`config.mk`:
```
export PLATFORM = sky130hd
export DESIGN_NAME = y_sram_ctrl
export DESIGN_NICKNAME = d
export VERILOG_FILES = /design/src/rtl/y_sram_ctrl.sv
export SDC_FILE = /design/constraint.sdc
export NUM_CORES = 1
export LEC_CHECK = 0
export ABC_AREA = 1
export BUFFER_PORTS_ARGS = -buffer_cell sky130_fd_sc_hd__buf_2
export CORE_AREA = 2 2 737 739
export DETAILED_ROUTE_END_ITERATION = 12
export DIE_AREA = 0 0 739 741
export PLACE_DENSITY = 0.3
export REMOVE_ABC_BUFFERS = 1
export SLEW_MARGIN = 20
export SYNTH_ARGS = -nofsm -noshare
export SYNTH_HDL_FRONTEND = slang
export SYNTH_SLANG_ARGS = --single-unit
```
`constraint.sdc`:
```
create_clock -name clock -period 10.9 [get_ports clock]
set_input_delay 1.09 -clock clock [delete_from_list [all_inputs] [get_ports clock]]
set_output_delay 1.09 -clock clock [all_outputs]
set_load 0.01 [all_outputs]
```
`src/rtl/y_sram_ctrl.sv`:
```
// Y SRAM controller: round-robin arbitration of two write requesters onto the
// single write port, and a burst sequencer that reads consecutive row pairs.
module y_sram_ctrl #(
    parameter int AW     = 11,
    parameter int DW     = 256,
    parameter int RD_LAT = 1
) (
    input  logic          clock,
    input  logic          reset,
    input  logic          wr_req_a,
    input  logic [AW-1:0] wr_addr_a,
    input  logic [DW-1:0] wr_data_a,
    output logic          wr_gnt_a,
    input  logic          wr_req_b,
    input  logic [AW-1:0] wr_addr_b,
    input  logic [DW-1:0] wr_data_b,
    output logic          wr_gnt_b,
    input  logic          rd_start,
    input  logic [AW-1:0] rd_base,
    input  logic [AW-1:0] rd_pairs,
    output logic          rd_busy,
    output logic          rd_valid,
    output logic [DW-1:0] rd_data0,
    output logic [DW-1:0] rd_data1,
    output logic          rd_done,
    output logic          Y_WE,
    output logic [AW-1:0] Y_WriteAddress,
    output logic [DW-1:0] Y_WriteBus,
    output logic [AW-1:0] Y_ReadAddress1,
    output logic [AW-1:0] Y_ReadAddress2,
    input  logic [DW-1:0] Y_ReadBus1,
    input  logic [DW-1:0] Y_ReadBus2
);

    localparam int            CW  = $clog2(RD_LAT + 2);
    localparam logic [AW-1:0] ONE = AW'(1);
    localparam logic [AW-1:0] TWO = AW'(2);

    typedef enum logic [1:0] {
        S_IDLE  = 2'd0,
        S_ISSUE = 2'd1,
        S_DRAIN = 2'd2
    } state_t;

    // Write arbiter state; r_prio=1 means B wins the next tie.
    logic          r_prio;
    logic          r_we;
    logic [AW-1:0] r_waddr;
    logic [DW-1:0] r_wdata;
    logic          w_gnt_a;
    logic          w_gnt_b;

    // Read sequencer state
    state_t        r_state;
    logic [AW-1:0] r_ptr;
    logic [AW-1:0] r_rem;
    logic [AW-1:0] r_raddr1;
    logic [AW-1:0] r_raddr2;
    logic [CW-1:0] r_cnt;
    logic [RD_LAT:0] r_vpipe;
    logic          r_busy;
    logic          r_done;
    logic [AW-1:0] w_ptr_p1;
    logic          w_hazard;
    logic          w_issue;
    logic          w_start;

    // Round-robin grant decision; nothing is granted while reset is held.
    always_comb begin
        w_gnt_a = 1'b0;
        w_gnt_b = 1'b0;
        if (reset) begin
            w_gnt_a = 1'b0;
            w_gnt_b = 1'b0;
        end else if (wr_req_a && wr_req_b) begin
            w_gnt_a = ~r_prio;
            w_gnt_b = r_prio;
        end else begin
            w_gnt_a = wr_req_a;
            w_gnt_b = wr_req_b;
        end
    end

    // Register the granted write onto the SRAM write port and flip priority.
    always_ff @(posedge clock or posedge reset) begin
        if (reset) begin
            r_prio  <= 1'b0;
            r_we    <= 1'b0;
            r_waddr <= '0;
            r_wdata <= '0;
        end else begin
            r_we <= w_gnt_a | w_gnt_b;
            if (w_gnt_a) begin
                r_waddr <= wr_addr_a;
                r_wdata <= wr_data_a;
                r_prio  <= 1'b1;
            end else if (w_gnt_b) begin
                r_waddr <= wr_addr_b;
                r_wdata <= wr_data_b;
                r_prio  <= 1'b0;
            end
        end
    end

    // Issue decision: a pending write to either row of the pair defers the issue.
    always_comb begin
        w_ptr_p1 = r_ptr + ONE;
        w_hazard = r_we && ((r_waddr == r_ptr) || (r_waddr == w_ptr_p1));
        w_issue  = (r_state == S_ISSUE) && !w_hazard;
        w_start  = rd_start && !r_busy && !r_done && (r_state == S_IDLE);
    end

    // Burst read FSM: IDLE -> ISSUE (one pair per cycle) -> DRAIN -> IDLE.
    always_ff @(posedge clock or posedge reset) begin
        if (reset) begin
            r_state  <= S_IDLE;
            r_ptr    <= '0;
            r_rem    <= '0;
            r_raddr1 <= '0;
            r_raddr2 <= ONE;
            r_cnt    <= '0;
            r_busy   <= 1'b0;
            r_done   <= 1'b0;
        end else begin
            r_done <= 1'b0;
            case (r_state)
                S_IDLE: begin
                    r_busy <= 1'b0;
                    if (w_start) begin
                        r_ptr <= rd_base;
                        r_rem <= rd_pairs;
                        if (rd_pairs == '0) begin
                            r_done <= 1'b1;
                        end else begin
                            r_state <= S_ISSUE;
                            r_busy  <= 1'b1;
                        end
                    end
                end
                S_ISSUE: begin
                    if (w_issue) begin
                        r_raddr1 <= r_ptr;
                        r_raddr2 <= w_ptr_p1;
                        r_ptr    <= r_ptr + TWO;
                        r_rem    <= r_rem - ONE;
                        if (r_rem == ONE) begin
                            r_state <= S_DRAIN;
                            r_cnt   <= '0;
                        end
                    end
                end
                S_DRAIN: begin
                    // rd_done lines up with the last valid; busy drops a cycle later.
                    if (r_cnt == CW'(RD_LAT)) begin
                        r_state <= S_IDLE;
                        r_busy  <= 1'b0;
                    end else begin
                        r_cnt <= r_cnt + CW'(1);
                        if (r_cnt == CW'(RD_LAT - 1)) begin
                            r_done <= 1'b1;
                        end
                    end
                end
                default: begin
                    r_state <= S_IDLE;
                    r_busy  <= 1'b0;
                end
            endcase
        end
    end

    // Valid pipeline: bit 0 is aligned with the issued addresses.
    always_ff @(posedge clock or posedge reset) begin
        if (reset) begin
            r_vpipe <= '0;
        end else begin
            r_vpipe <= {r_vpipe[RD_LAT-1:0], w_issue};
        end
    end

    assign wr_gnt_a       = w_gnt_a;
    assign wr_gnt_b       = w_gnt_b;
    assign Y_WE           = r_we;
    assign Y_WriteAddress = r_waddr;
    assign Y_WriteBus     = r_wdata;
    assign Y_ReadAddress1 = r_raddr1;
    assign Y_ReadAddress2 = r_raddr2;
    assign rd_busy        = r_busy;
    assign rd_done        = r_done;
    assign rd_valid       = r_vpipe[RD_LAT];
    assign rd_data0       = Y_ReadBus1;
    assign rd_data1       = Y_ReadBus2;

endmodule

```
==> impl_metrics.toml, run 1 <==
[power]
powerDensity_nw_per_um2 = 166
net-switching-power_mw = 2.14
swShare = 0.426
p_leak_nw = 10.9
power_frac_seq = 0.318
p_clk_frac = 0.354
internal_power_mw = 2.89
irDropWorstVdd_mv = 0.116
combPwrFrac = 0.328

[place]
dpl.cell_count = 9871
gp_congestion = 0.970
hpwl_um = 474000
port_buffers = 855

[synth]
avgSynthCellArea_um2 = 7.90
syn-instance-count = 2452
synthSimpleGateAreaFrac = 0.172
synth.yosys.seq_area_share = 0.415
synth_edf_count = 0
synth_top_family_by_area = "buffers and inverters"
synth_xor_area_frac = 0.00588
muxShareOfSynthArea = 0.00103
async_flop_share = 1.00
yosys.area_share.adder = 0.00388
yosys_warnings = 0
synth_cell_types = 38
synth_area_leader_cell = "dfrtp_1"
yosysMostFrequentCell = "o21ai_0"
yosys-top-cells-count = "o21ai_0 (547), buf_4 (518), dfrtp_1 (320), nor2_1 (297), nand3_1 (272)"
synth_area_leaders = "dfrtp_1 (41%), buf_4 (20%), o21ai_0 (14%), nand3_1 (7.0%), nor2_1 (5.8%)"
synth_seq_cells = 321
synth_compound_area_frac = 0.159
ys.flop_type = "dfrtp_1"
synth_top_area_frac = 0.414
syn_area_um2 = 19400

[die]
io-pin-count = 1880
die_width_um = 739
fp-row-count = 270
die_h_um = 741
dieArea_um2 = 548000
start_util = 0.0359
fp.coreArea_um2 = 540000

[final_layout]
fin_nets = 3794
area_growth_syn_to_layout_pct = 56.7
post-route-util = 0.0562
drive_gt1_frac = 0.360
final_cells = 10045
fill_cells = 64157

[critical_path]
max_stage_delay_ps = 830
critPathLaunch = "reset"
cp-end-kind = "flop"
crit_buf_inv = 5
cp-endpoint = "Y_WriteBus[67]"
crit_chain = "buf_2, inv_8, nand2_4, a21oi_4, buf_4, buf_4, buf_4, o21ai_0, o21ai_0"
critPathSlowestCell = "buf_4"
path_class = "in -> reg"
cpLargestDelayFamily = "buffers and inverters"
crit_required_ps = 11530
r2r_start = "r_prio"
critPathMaxFanout = 88
timing.rr.end = "Y_WriteBus[231]"
crit_top_cell = "buf_4"
crit_cells = 9
worstPathArrival_ps = 5010
critPathLaunchType = "input pin"
r2r_slack_ps = 7690
reg2regPathDepth = 7

[cts]
cts_num_sinks = 321
cts_tree = "done"
clockBufferDepth = 3
ctsRootBufferMaster = "clkbuf_16"
cts.hold.buffers_added = 0
cts_made_buffers = 50
clock_latency_ps = 740
h-tree-depth = 2
cts_setup_buffers = 0
path_clk_slew_ps = 60
cts_resized = 0

[sta]
rsz0062_at_grt = "no"
fin_crit_sh = 0.402
fin_skew_ps = 92.7
holdWs_ps = 348
setup_violations = 0
slew_viol_final = 0
tightest_slew_ps = 972
slew_headroom = 0.352
fmax_mhz = 228
hold_viol = 0
fin_crit_ps = 4380

[job]
max_cap_violations = 0

[detailed_routing]
drt_iter0_drc = 3148
ant_nets = 0
drc = 0
viasPerCell = 2.37
avgRoutedWirePerCell_um = 53.4
first_pass_iters = 6
routed_wirelength_um = 536000
vias = 23855

[global_route]
grt_util_all_layers = 0.189
grt_pass1_vias = 20228
grt_pass1_wl_um = 586000
grt_antenna_before_repair = 206
grt-ovfl-total = 0
grt_max_degree = 89

[hold_path]
min_path_type = "reg -> reg"

[status]
status = "complete, no violations"
## flip-flops by register name, summed over array words and instances, names as in the netlist
| register | flops |
|---|---|
| Y_ReadAddress1 | 11 |
| Y_WE | 1 |
| rd_done | 1 |
| r_cnt | 2 |
| r_ptr | 11 |
| r_state | 2 |
| rd_busy | 1 |
| r_prio | 1 |
| r_vpipe | 2 |
| Y_ReadAddress2 | 11 |
| Y_WriteBus | 256 |
| Y_WriteAddress | 11 |
| r_rem | 11 |
## power by group through the flow
stage	clock, mW	combinational (mW)	sequential (mW)
CTS	1.88	1.72	1.60
global placement	0	1.72	1.62
floorplan	0	0.648	1.66
finish	1.78	1.65	1.60
global route	1.91	1.81	1.63
detailed placement	0	1.71	1.62
## metrics by stage
step                      setup slack, ps  TNS (ps)  power, mW  cell area [um2]
final                                6520         0       5.03            30300
after floorplan                    -16270  -4363620       2.31            14900
after CTS                            6470         0       5.21            30100
after detailed placement             5670         0       3.33            28400
after global routing                 6230         0       5.35            30200
after global placement               5710         0       3.34            28400
## placed cells by master (no fill, tap or decap), types with 6 or more instances in the layout
cell type,synthesis,final
buf_2,4,855
o21ai_0,547,547
dfrtp_1,320,320
nor2_1,297,296
nand3_1,272,272
nand2_1,170,167
diode_2,0,81
inv_1,54,53
clkbuf_16,0,51
o21ai_1,32,32
buf_4,518,28
a21oi_1,12,12
clkbuf_1,148,11
xor2_1,10,10
o22ai_1,10,10
clkbuf_8,0,8
nor3_1,7,7
nand4_1,7,7
clkinv_2,0,7
ha_1,6,6
inv_6,0,6
## cell families after synthesis
logic type | Yosys count
muxes | 2
AOI/OAI and AO/OA | 608
buffers and inverters | 732
xor gates and xnor gates | 13
and+or+nand+nor | 770
DFF | 321
adders and majority gates | 6
## worst register-to-register path, delay by kind of cell, from the launching register on
family                 cells  cell delay, ps
flip-flops                 1             380
buffers and inverters      4            2400
AND/OR/NAND/NOR            1             130
AO/OA/AOI/OAI              2             260
## routing by layer
layer / part of all wire / track usage / wire (um) / vias up
met2: 0.37 / 0.251 / 200000 / 3876
met3: 0.29 / 0.257 / 153000 / 513
li1: - / - / - / 8297
met1: 0.30 / 0.163 / 162000 / 11047
met4: 0.018 / 0.0250 / 9820 / 122
met5: 0.020 / 0.145 / 10900 / -
## cell type report
class	count	area (um2)	area share
Multi-Input combinational cell	1399	6650	0.219
Timing Repair Buffer	883	4490	0.148
Sequential cell	321	8030	0.265
Clock buffer	70	1430	0.0471
Antenna cell	81	203	0.00668
Tap cell	7208	9020	0.297
Inverter	60	240	0.00792
Clock inverter	23	272	0.00895
## worst min path at each step
stage | cells past startpoint | endpoint | start | slack, ps
2_1_floorplan | 0 | r_vpipe[1] | r_vpipe[0] | 330
3_3_place_gp | 0 | r_vpipe[1] | r_vpipe[0] | 340
3_5_place_dp | 0 | r_vpipe[1] | r_vpipe[0] | 340
4_1_cts | 0 | r_vpipe[1] | r_vpipe[0] | 350
5_1_grt | 0 | r_vpipe[1] | r_vpipe[0] | 370
6_report | 0 | r_vpipe[1] | r_vpipe[0] | 350
Note: power is estimated with default switching activity, not from simulation.
==> inputs of run 2 (changes only) <==
--- a/config.mk
+++ b/config.mk
@@ -7,9 +7,9 @@
 export LEC_CHECK = 0
 export ABC_AREA = 1
 export BUFFER_PORTS_ARGS = -buffer_cell sky130_fd_sc_hd__buf_2
-export CORE_AREA = 2 2 737 739
+export CORE_AREA = 2 2 728 730
 export DETAILED_ROUTE_END_ITERATION = 12
-export DIE_AREA = 0 0 739 741
+export DIE_AREA = 0 0 730 732
 export PLACE_DENSITY = 0.3
 export REMOVE_ABC_BUFFERS = 1
 export SLEW_MARGIN = 20
==> constraint.sdc (replaced) <==
create_clock -name clock -period 4.28 [get_ports clock]
set_input_delay 0.428 -clock clock [delete_from_list [all_inputs] [get_ports clock]]
set_output_delay 0.428 -clock clock [all_outputs]
set_load 0.01 [all_outputs]
==> run 2 against run 1 <==
Net effect: non-clock buffer count increased by 362; sequential power increased to 2.6 times the previous value; combinational power increased to 2.8 times the previous value; sequential share of layout area decreased by 2.6 points; global-route usage increased by 0.28 points; die area decreased by 2.4%; routed wire length decreased by 0.93%; flip-flop and latch count unchanged; clock-buffer cell count decreased by 2; hold slack got worse by 290 ps.
==> impl_metrics.toml, run 2 (synthesized netlist as in run 1, its figures left out) <==
[cts]
ctsRootBufferMaster = "clkbuf_16"
cts_made_buffers = 48
clock_latency_ps = 700
h-tree-depth = 2
cts_tree = "done"
path_clk_slew_ps = 60
clockBufferDepth = 3
cts_num_sinks = 321
cts_resized = 0

[die]
die_h_um = 732
start_util = 0.0368
die_width_um = 730
fp.coreArea_um2 = 527000
dieArea_um2 = 534000
io-pin-count = 1880
fp-row-count = 267

[power]
irDropWorstVdd_mv = 0.277
p_leak_nw = 12.5
powerDensity_nw_per_um2 = 390
total_power_mw = 13.1

[hold_path]
min_path_cells = 3
min_path_type = "in -> reg"

[critical_path]
crit_required_ps = 4920
critPathSlowestCell = "buf_4"
crit_top_cell = "dlygate4sd3_1"
crit_cells = 9
path_class = "in -> reg"
crit_buf_inv = 6
max_stage_delay_ps = 860
crit_chain = "dlygate4sd3_1, buf_2, inv_8, nand2_4, buf_12, buf_4, nand3_1, o21ai_0, dlygate4sd3_1"
worstPathArrival_ps = 3820
reg2regPathDepth = 6
critPathMaxFanout = 123
cp-end-kind = "flop"
cpLargestDelayFamily = "buffers and inverters"
critPathLaunchType = "input pin"

[sta]
fin_tns_setup_ps = 0
fmax_mhz = 315
rsz0062_at_grt = "no"
hold_viol = 0
fin_crit_sh = 0.743
fin_crit_ps = 3180
fin_skew_ps = 40.4
setup_violations = 0
tightest_slew_ps = 1340
holdWs_ps = 62.2
slew_headroom = 0.0960
slew_viol_final = 0

[detailed_routing]
viasPerCell = 2.49
first_pass_iters = 5
vias = 25261
wl_met2_um = 200000
top_layer_used = "met5"
avgRoutedWirePerCell_um = 52.3
met1Wirelength_um = 164000
drc = 0
drt_iter0_drc = 3510
ant_nets = 0
routed_wirelength_um = 531000
met3_length_um = 146000

[place]
gp_congestion = 0.970
hpwl_um = 469000
port_buffers = 855
placed_area_um2 = 28300
dpl.cell_count = 9663

[job]
max_cap_violations = 0

[final_layout]
fill_cells = 62361
final_cells = 10151
multi_input_area_um2 = 6650
drive_gt1_frac = 0.319
largest_register_ffs = 256
post-route-cell-area_um2 = 33700
layout_common_cells = "buf_2 (855), o21ai_0 (547), dlygate4sd3_1 (356), dfrtp_1 (320), nor2_1 (297)"
ff_latch_area_um2 = 8030
area_growth_syn_to_layout_pct = 73.8
fin_nets = 4154
final_common_cell = "buf_2"

[global_route]
grt-ovfl-total = 0
grt_util_all_layers = 0.192
grt_pass1_vias = 21800
grt_antenna_before_repair = 171
grt_pass1_wl_um = 583000
grt_max_degree = 134

[status]
status = "complete, no violations"
## run 2: cell types whose count changed in the layout (fill, tap and decap cells not counted), moves of 2 or more
cell / delta
buf_12: +10
buf_4: -4
clkbuf_1: -2
clkbuf_16: -3
clkbuf_8: +3
clkinv_2: -2
clkinv_4: +4
diode_2: -37
dlygate4sd3_1: +356
inv_6: -6
## run 2: worst paths after layout
check	start	end	slack (ps)
min reg2reg	r_vpipe[0]	r_vpipe[1]	410
max in group asynchronous	reset	Y_WriteBus[4]	2260
min	wr_data_b[188]	Y_WriteBus[188]	60
min in group asynchronous	reset	r_rem[1]	190
max	reset	Y_WriteBus[195]	1100
max reg2reg	r_prio	Y_WriteAddress[0]	1360
## run 2: worst min-delay path, delay by kind of cell
| family | cells | cell delay [ps] |
|---|---|---|
| buf+inv | 1 | 80 |
| compound gates | 2 | 210 |
## run 2: timing repair
item	4_1_cts	5_1_grt
hold buffers	356	0
buffers inserted	0	0
endpoints found under the hold margin	280	0
## run 2: stage by stage
stage | util | setup WS, ps
3_3_place_gp | 0.0538 | 1450
5_1_grt | 0.0637 | 913
4_1_cts | 0.0637 | 1150
3_5_place_dp | 0.0538 | 1440
6_report | 0.0639 | 1100
2_1_floorplan | - | -22220
## run 2: cell type report
type / count / share of cell area
multi-input combinational: 1399 / 0.197
tap: 6994 / 0.260
antenna: 44 / 0.00327
inverter: 60 / 0.00714
sequential: 321 / 0.239
clock inverter: 20 / 0.00803
clock buffer: 68 / 0.0412
timing repair buffer: 1245 / 0.244
## run 2: where the power goes
group	switching, mW	internal [mW]	leakage (nW)	total [mW]
registers	0.475	3.62	3.86	4.09
clock network	1.88	2.51	0.804	4.39
logic	3.10	1.55	7.85	4.65
## run 2: layer usage
| layer | GRT usage | up-vias |
|---|---|---|
| met1 | 0.167 | 11841 |
| met5 | 0.147 | - |
| met3 | 0.255 | 500 |
| li1 | - | 8965 |
| met2 | 0.257 | 3853 |
| met4 | 0.0263 | 102 |
